==> src/rtl/uart_pkg.sv <==
// uart_pkg: shared UART definitions for the transmitter and the future receiver
//   state_t    - frame FSM states
//   PAR_*      - parity mode encodings
//   frame_len  - baud periods per frame for a given configuration
package uart_pkg;

    typedef enum logic [2:0] {IDLE, START, DATA, PARITY, STOP} state_t;

    localparam int PAR_NONE = 0;
    localparam int PAR_EVEN = 1;
    localparam int PAR_ODD  = 2;

    function automatic int frame_len(input int data_bits, input int parity, input int stop_bits);
        return 1 + data_bits + (parity != PAR_NONE ? 1 : 0) + stop_bits;
    endfunction

endpackage

==> src/rtl/edge_tick.sv <==
// edge_tick: one-clk pulse on each rising edge of sig
//   clk  - system clock
//   rst  - synchronous active-high reset
//   sig  - slow square wave sampled in the clk domain
//   tick - high for the single clk cycle where sig has just risen
module edge_tick (
    input  logic clk,
    input  logic rst,
    input  logic sig,
    output logic tick
);

    logic sig_q;

    // Resetting to 1 keeps a sig that is already high at reset release from looking like an edge.
    always_ff @(posedge clk) begin
        if (rst) sig_q <= 1'b1;
        else     sig_q <= sig;
    end

    assign tick = sig & ~sig_q;

endmodule

==> src/rtl/uart_tx.sv <==
// uart_tx: UART transmit serializer with a one-entry holding register
//   clk      - system clock
//   rst      - synchronous active-high reset
//   bclk     - baud square wave; each rising edge is a bit period boundary
//   in_data  - byte to transmit
//   in_valid - in_data is valid
//   in_ready - holding register empty; accept on in_valid && in_ready
//   tx       - serial line, idle high
//   busy     - a frame is in progress
module uart_tx #(
    parameter int DATA_BITS = 8,
    parameter int PARITY    = 0,
    parameter int STOP_BITS = 1
) (
    input  logic                 clk,
    input  logic                 rst,
    input  logic                 bclk,
    input  logic [DATA_BITS-1:0] in_data,
    input  logic                 in_valid,
    output logic                 in_ready,
    output logic                 tx,
    output logic                 busy
);

    import uart_pkg::*;

    localparam logic [2:0] LAST_DATA = 3'(DATA_BITS - 1);
    localparam logic [2:0] LAST_STOP = 3'(STOP_BITS - 1);
    localparam logic       HAS_PAR   = PARITY != PAR_NONE;
    localparam logic       ODD       = PARITY == PAR_ODD;

    state_t               state;
    logic [DATA_BITS-1:0] hold;
    logic [DATA_BITS-1:0] shift;
    logic                 hold_full;
    logic                 par;
    logic [2:0]           cnt;
    logic                 tick;
    logic                 stop_end;
    logic                 load;

    edge_tick u_tick (
        .clk  (clk),
        .rst  (rst),
        .sig  (bclk),
        .tick (tick)
    );

    assign in_ready = !hold_full;
    assign stop_end = state == STOP && cnt == LAST_STOP;
    // A held byte starts a frame from IDLE or straight after the last stop bit, giving no idle gap.
    assign load     = tick && hold_full && (state == IDLE || stop_end);

    always_ff @(posedge clk) begin
        if (rst) begin
            state     <= IDLE;
            hold      <= '0;
            shift     <= '0;
            hold_full <= 1'b0;
            par       <= 1'b0;
            cnt       <= '0;
            tx        <= 1'b1;
            busy      <= 1'b0;
        end else begin
            if (in_valid && in_ready) begin
                hold      <= in_data;
                hold_full <= 1'b1;
            end
            if (load) begin
                shift     <= hold;
                hold_full <= 1'b0;
                state     <= START;
                cnt       <= '0;
                tx        <= 1'b0;
                busy      <= 1'b1;
            end else if (tick) begin
                case (state)
                    START: begin
                        state <= DATA;
                        cnt   <= '0;
                        par   <= 1'b0;
                        tx    <= shift[0];
                    end
                    DATA: begin
                        shift <= shift >> 1;
                        par   <= par ^ shift[0];
                        if (cnt == LAST_DATA) begin
                            cnt   <= '0;
                            state <= HAS_PAR ? uart_pkg::PARITY : STOP;
                            // par has not yet absorbed the last bit, so fold it in here.
                            tx    <= HAS_PAR ? par ^ shift[0] ^ ODD : 1'b1;
                        end else begin
                            cnt <= cnt + 3'd1;
                            tx  <= shift[1];
                        end
                    end
                    uart_pkg::PARITY: begin
                        state <= STOP;
                        cnt   <= '0;
                        tx    <= 1'b1;
                    end
                    STOP: begin
                        if (stop_end) begin
                            state <= IDLE;
                            cnt   <= '0;
                            busy  <= 1'b0;
                            tx    <= 1'b1;
                        end else begin
                            cnt <= cnt + 3'd1;
                        end
                    end
                    default: ;
                endcase
            end
        end
    end

endmodule

==> config.mk <==
export PLATFORM = sky130hd
export DESIGN_NAME = uart_tx
export DESIGN_NICKNAME = d
export VERILOG_FILES = /design/src/rtl/uart_pkg.sv /design/src/rtl/edge_tick.sv /design/src/rtl/uart_tx.sv
export SDC_FILE = /design/constraint.sdc
export NUM_CORES = 1
export LEC_CHECK = 0
export ABC_AREA = 1
export CAP_MARGIN = 20
export CELL_PAD_IN_SITES_DETAIL_PLACEMENT = 2
export CELL_PAD_IN_SITES_GLOBAL_PLACEMENT = 2
export CORE_MARGIN = 10
export CORE_UTILIZATION = 27
export DETAILED_ROUTE_END_ITERATION = 16
export HOLD_SLACK_MARGIN = 0.05
export PLACE_DENSITY_LB_ADDON = 0.1
export SYNTH_ARGS = -nofsm -noshare
export SYNTH_HDL_FRONTEND = slang
export SYNTH_SLANG_ARGS = --single-unit
export TNS_END_PERCENT = 50
==> constraint.sdc <==
create_clock -name clk -period 1.35 [get_ports clk]
set_input_delay 0.405 -clock clk [delete_from_list [all_inputs] [get_ports clk]]
set_output_delay 0.405 -clock clk [all_outputs]
set_load 0.005 [all_outputs]
# Word level (Yosys, flattened, before mapping)
# Cells that the tools add are included.
# word_totals
out_inout_bits	3
inputBits	12
ff_bits	26
# op_classes
bitwise	2
n_mux	20
reduce_logical	23
eq_ne	9
n_addsub	1
# ops
op	n
$mux 8	3
$mux 3	4
$pmux 3 s4	1
$mux 1	10
$pmux 3 s3	1
$reduce_and 4->1	2
$reduce_bool 2->1	4
$eq 3x2->1 const B	2
$eq 3x3->1 const B	2
$logic_not 3->1	2
$ne 3x3->1 const B	2
$reduce_and 3->1	2
$reduce_bool 5->1	1
$logic_and 1x1->1	4
$ne 2x2->1 const B	2
$pmux 1 s4	1
$reduce_and 2->1	2
$reduce_bool 4->1	1
$reduce_or 2->1	2
$add 3x1->3 const B	1
$eq 3x1->1 const B	1
$reduce_bool 3->1	1
$and 1x1->1	1
$logic_not 1->1	1
2 further kinds	2

# Logic depth before layout (Yosys ltp)
# logic_depth
word_depth	6
ltp_mapped	10

# Modules after synthesis
# A second synthesis with hierarchy kept.
# hier_totals
hier_cells	189
area_unflattened_um2	1252.5
# by_module_without_submodules
module	area_each_um2	instances	cells_each
uart_tx	1214.9	1	184
edge_tick	37.5	1	5

# Worst setup path after synthesis
# Ideal clock, no wire load.
# synth_timing
kind	reg-to-reg
from	register cnt[0]
to	register shift[1]
period_less_slack_ps	1340
slack_ps	10
t_required_ps	1280
setup_time_ps	70
n_path_buf	1
stages_incl_launch_ff	9
arrival_ps	1271
cell_sequence	dfxtp_1 inv_1 ha_1 nand2_1 nand2_2 nand3_2 buf_4 nand3_1 a21oi_1
# synth_between
elab_chain_cells	6
# synth_lines
element	line_no	text
from (decl)	uart_tx.sv:37	logic [2:0] cnt;
from (signal assigned)	uart_tx.sv:93	cnt <= cnt + 3'd1;
from (signal assigned)	uart_tx.sv:109	cnt <= cnt + 3'd1;
$logic_not 3->1 (*)	uart_tx.sv:50	assign stop_end = state == STOP && cnt == LAST_STOP;
$logic_and 1x1->1 (*)	uart_tx.sv:50	
$logic_or 1x1->1 (*)	uart_tx.sv:52	assign load = tick && hold_full && (state == IDLE || stop_end);
$logic_and 1x1->1 (*)	uart_tx.sv:52	
$reduce_bool 2->1 (no line)	n/a	
$reduce_and 2->1 (no line)	n/a	
to (signal assigned)	uart_tx.sv:70	shift <= hold;
to (signal assigned)	uart_tx.sv:85	shift <= shift >> 1;
to (decl)	uart_tx.sv:34	logic [DATA_BITS-1:0] shift;
# Every way passes the cells marked *; elsewhere a longest branch is shown, timed or not.
# A chain may end at the register's enable or synchronous reset.

# Worst setup path after layout
# layout_timing
from	register cnt[2]
to	register cnt[1]
# layout_between
elab_chain_cells	5
# layout_lines
element
branches (longest 5 deep; another with $logic_not 3->1)
# Parallel ways; which one is timed is not known.

==> impl_results.rst <==
.. list-table::
   :header-rows: 1

   * - Metric
     - Value
   * - Outcome
     - complete, but fails checks
   * - Violated checks
     - negative setup slack
   * - Largest delay share family, worst path
     - flip-flops
   * - Total number of cells along the worst setup path
     - 7
   * - Placed instance area
     - 1640 um^2
   * - Number of antenna violations at the first check in global routing
     - 0
   * - Top-level port count
     - 15
   * - Total die area
     - 7880 um^2
   * - Register-to-Register Path Depth
     - 7
   * - Core box area
     - around 4500 um^2
   * - Min-Delay Path Class
     - reg -> reg
   * - Number of violations reported at the end of detailed-routing iteration 0
     - 36
   * - Data arrival, critical path
     - between 1.5 and 2 ns
   * - Utilization after layout
     - 42.8%
   * - Crit. Startpoint
     - cnt[2]$_SDFFE_PP0P_
   * - Count of max-cap constraint violations
     - 0
   * - Pin count of the biggest net entering global routing
     - 24
   * - Via count of the first global-routing pass
     - around 1600
   * - CTS max path bufs
     - 2
   * - Area growth from synthesis to layout
     - 50.0%
   * - Die Wd
     - about 89 um
   * - Post-DR wirelength/cell
     - 18.0 um
   * - Number of instances in the synthesized netlist
     - between 150 and 200
   * - Remaining routing DRC violations
     - 0
   * - Worst endpoint required time
     - approximately 1.6 ns
   * - Flip-flop and latch area
     - about 530 um^2
   * - Via total after detailed routing
     - around 1400
   * - Maximum vdd ir drop
     - slightly above 300 uV
   * - Number of enable-type register cells in the synthesized netlist
     - 0
   * - Slew HR
     - just under 80%
   * - Worst reg2reg endpoint
     - cnt[1]$_SDFFE_PP0P_
   * - Residual overflow from global routing
     - 0
   * - DP HPWL
     - 3420 um
   * - Largest fanout on the critical path
     - 6
   * - Floorplan row count
     - 24
   * - Setup-violating endpoint count in the final report
     - 2
   * - Clock-pin transition on the worst setup and hold timing paths
     - 0.10 ns
   * - Clock skew after layout
     - between 0.001 and 0.0015 ns
   * - Hold path depth
     - 2
   * - ANT cells
     - 0
   * - Top cell type by total area after synthesis
     - sky130_fd_sc_hd__dfxtp_1
   * - Critical R2R Launch
     - cnt[2]$_SDFFE_PP0P_
   * - Wire length after detailed routing
     - 4920 um
   * - Dominant cell type by count on the critical path
     - sky130_fd_sc_hd__nand2_4
   * - Register-to-register path setup slack
     - -0.02 ns
   * - Clock buffer count from CTS
     - 3
   * - RSZ-0062 raised after global routing
     - yes
   * - Power density relative to cell area
     - about 900 nW/um^2
   * - Number of fill cells
     - around 520
   * - Overall fraction of global-route tracks in use
     - 11.9%
   * - Most frequent cells after synthesis
     - sky130_fd_sc_hd__nor2_1 (34), sky130_fd_sc_hd__nand2_1 (29), sky130_fd_sc_hd__dfxtp_1 (26)
   * - Initial standard-cell utilization of the core
     - about 29%
   * - Post-synthesis cell type count
     - 22
   * - Cell Area, Synth
     - 1280 um^2
   * - Worst slew pin tran
     - 0.330 ns
   * - Synthesized area divided by synthesized cell count
     - around 6.9 um^2
   * - Sequential area share after synthesis
     - roughly 41%
   * - Ys flop type
     - sky130_fd_sc_hd__dfxtp_1
   * - Yosys warns
     - 0
   * - Clock tree root buffer cell
     - sky130_fd_sc_hd__clkbuf_8
   * - Async set or reset register ratio after synthesis
     - 0%
   * - Synth Net Count
     - between 150 and 200
   * - Worst path slowest cell
     - sky130_fd_sc_hd__dfxtp_1
   * - Fraction of layout instances using a drive strength above 1
     - around a third
   * - Most frequently used cell type in the post-synthesis netlist
     - sky130_fd_sc_hd__nor2_1
   * - Final Net Count
     - between 200 and 250
   * - Area of the multi-input gates
     - 813 um^2
   * - TritonCTS clock tree
     - yes
   * - Top post-synthesis cells by area
     - sky130_fd_sc_hd__dfxtp_1 (41%), sky130_fd_sc_hd__nor2_1 (10%), sky130_fd_sc_hd__nand2_1 (8.5%)
   * - Post-layout min period
     - around 1.4 ns
   * - Kind of start point of the critical path
     - register
   * - Antenna viol nets, final
     - 0
   * - Peak Freq
     - approximately 0.73 GHz
   * - Fraction of synthesized cell area taken by the top area cell type
     - roughly two fifths
   * - PortBufs
     - 14
   * - LEAKAGE
     - between 0.8 and 0.9 nW
   * - Detailed-route vias per instance
     - between 4 and 5
   * - CP endpoint kind
     - register
   * - Largest stage delay on the critical path
     - ~0.46 ns
   * - TritonCTS sink count
     - 26
   * - H-tree levels
     - 1
   * - End point of the critical path
     - cnt[1]$_SDFFE_PP0P_
   * - Final Slew Violations
     - 0
   * - Count of buffering cells on the critical path with inverters included
     - 2
   * - Clock latency on the worst-skew pair
     - between 0.2 and 0.3 ns
   * - Final Instance Area
     - 1920 um^2
   * - Final Hold Violating Endpoints
     - 0
   * - Crit Path Class
     - reg -> reg
   * - Final GP Congestion
     - a little over 0.8
   * - Cell breakdown of the critical path
     - inv_1, nand2_4, nand2_4, a21oi_4, buf_6, o21ai_0, nor2_1
   * - Number of search-and-repair iterations in the first detailed-routing pass
     - 4
   * - First-pass GRT wire length
     - between 7000 and 8000 um
   * - Flop and latch count out of synthesis
     - 26
   * - Setup slack after layout
     - -0.0215 ns
   * - Number of hold buffers added after CTS
     - 0
   * - Die Ht
     - about 89 um
   * - Final period util
     - 102%
registers in the layout, indices dropped and copies added (netlist names):
register and flops:
shift 8, u_tick.sig_q 1, hold_full 1, hold 8, state 3, cnt 3, busy 1, tx 1
logic make-up (layout without fill, tap and decap cells):
kind of cell | after synthesis | after routing | synth area share (%)
buffers and inverters | 27 | 64 | 8.23
adder cells (fa/ha/maj) | 3 | 3 | 2.94
AO/OA/AOI/OAI | 28 | 28 | 11.7
flip-flops | 26 | 26 | 40.7
AND/OR/NAND/NOR | 100 | 100 | 36.4
repair_timing:
| action | CTS | global route |
|---|---|---|
| endpoints found under the setup margin | 20 | 22 |
| buffers inserted | 1 | 2 |
| gates resized for setup | 18 | 49 |
| pin swaps | 4 | 15 |
worst reg2reg max path: cells and delay by family (launching register included):
family                 cells  cell delay (ns)
DFF                        1             0.46
buffers and inverters      2             0.29
and+or+nand+nor            3             0.28
AOI/OAI and AO/OA          2             0.28
area by class of cell:
cell class | instances | share of cell area, %
Clock buffer | 3 | 2.15
Tap cell | 52 | 3.39
Multi-Input combinational cell | 131 | 42.4
Sequential cell | 26 | 27.8
Timing Repair Buffer | 36 | 17.7
Inverter | 24 | 4.96
Clock inverter | 1 | 1.57
report_power, final:
part,internal (W),switching (W),leakage (nW)
logic,0.000104,0.000121,0.565
clock network,0.000397,0.000274,0.0357
registers,0.000797,0.0000230,0.216
metrics by stage:
| step | TNS, ns | hold WS (ns) | setup WS [ns] | total power, W | instances |
|---|---|---|---|---|---|
| floorplan | 0 | 0.451 | 0.00973 | 0.000921 | 184 |
| global placement | -7.15 | 0.458 | -0.429 | 0.00102 | 266 |
| detailed placement | -8.61 | 0.472 | -0.493 | 0.00103 | 266 |
| CTS | -0.479 | 0.489 | -0.0541 | 0.00171 | 271 |
| global route | -1.13 | 0.513 | -0.105 | 0.00180 | 273 |
| finish | -0.0427 | 0.465 | -0.0215 | 0.00172 | 273 |
worst min-delay path by stage:
stage / from / end / slack, ns
floorplan: shift[7]$_SDFFE_PP0P_ / shift[7]$_SDFFE_PP0P_ / 0.45
global placement: tx$_SDFFE_PP1P_ / tx$_SDFFE_PP1P_ / 0.46
detailed placement: tx$_SDFFE_PP1P_ / tx$_SDFFE_PP1P_ / 0.47
CTS: bclk / u_tick.sig_q$_SDFF_PP1_ / 0.49
global route: rst / busy$_SDFFE_PP0P_ / 0.51
finish: tx$_SDFFE_PP1P_ / tx$_SDFFE_PP1P_ / 0.46
metal layers:
layer / vias up / track usage, % / part of all wire (%)
met5: - / 0 / 0
met2: 18 / 20.5 / 52
li1: 673 / - / -
met1: 670 / 14.5 / 44
met4: 0 / 3.52 / 0.45
met3: 2 / 2.39 / 3.4
cells in the final DEF (no fill, tap or decap), types with 2 or more instances in the layout:
cell type	instances
sky130_fd_sc_hd__nor2_4	4
sky130_fd_sc_hd__nand3_1	10
sky130_fd_sc_hd__dfxtp_2	4
sky130_fd_sc_hd__o21ai_0	10
sky130_fd_sc_hd__dfxtp_1	20
sky130_fd_sc_hd__dlygate4sd2_1	3
sky130_fd_sc_hd__ha_4	3
sky130_fd_sc_hd__buf_4	16
sky130_fd_sc_hd__nor2_1	34
sky130_fd_sc_hd__clkdlybuf4s50_1	9
sky130_fd_sc_hd__a21oi_2	6
sky130_fd_sc_hd__dfxtp_4	2
sky130_fd_sc_hd__buf_6	4
sky130_fd_sc_hd__inv_2	7
sky130_fd_sc_hd__nand3_4	2
sky130_fd_sc_hd__inv_4	2
sky130_fd_sc_hd__o21ai_1	2
sky130_fd_sc_hd__and2_1	2
sky130_fd_sc_hd__inv_1	15
sky130_fd_sc_hd__nand3_2	6
sky130_fd_sc_hd__a21oi_1	6
sky130_fd_sc_hd__nand2_1	21
sky130_fd_sc_hd__nand4_1	9
sky130_fd_sc_hd__clkbuf_8	3
sky130_fd_sc_hd__nand2_2	8
sky130_fd_sc_hd__nand2_4	3
sky130_fd_sc_hd__buf_12	2
(Power assumes the default switching activity.)
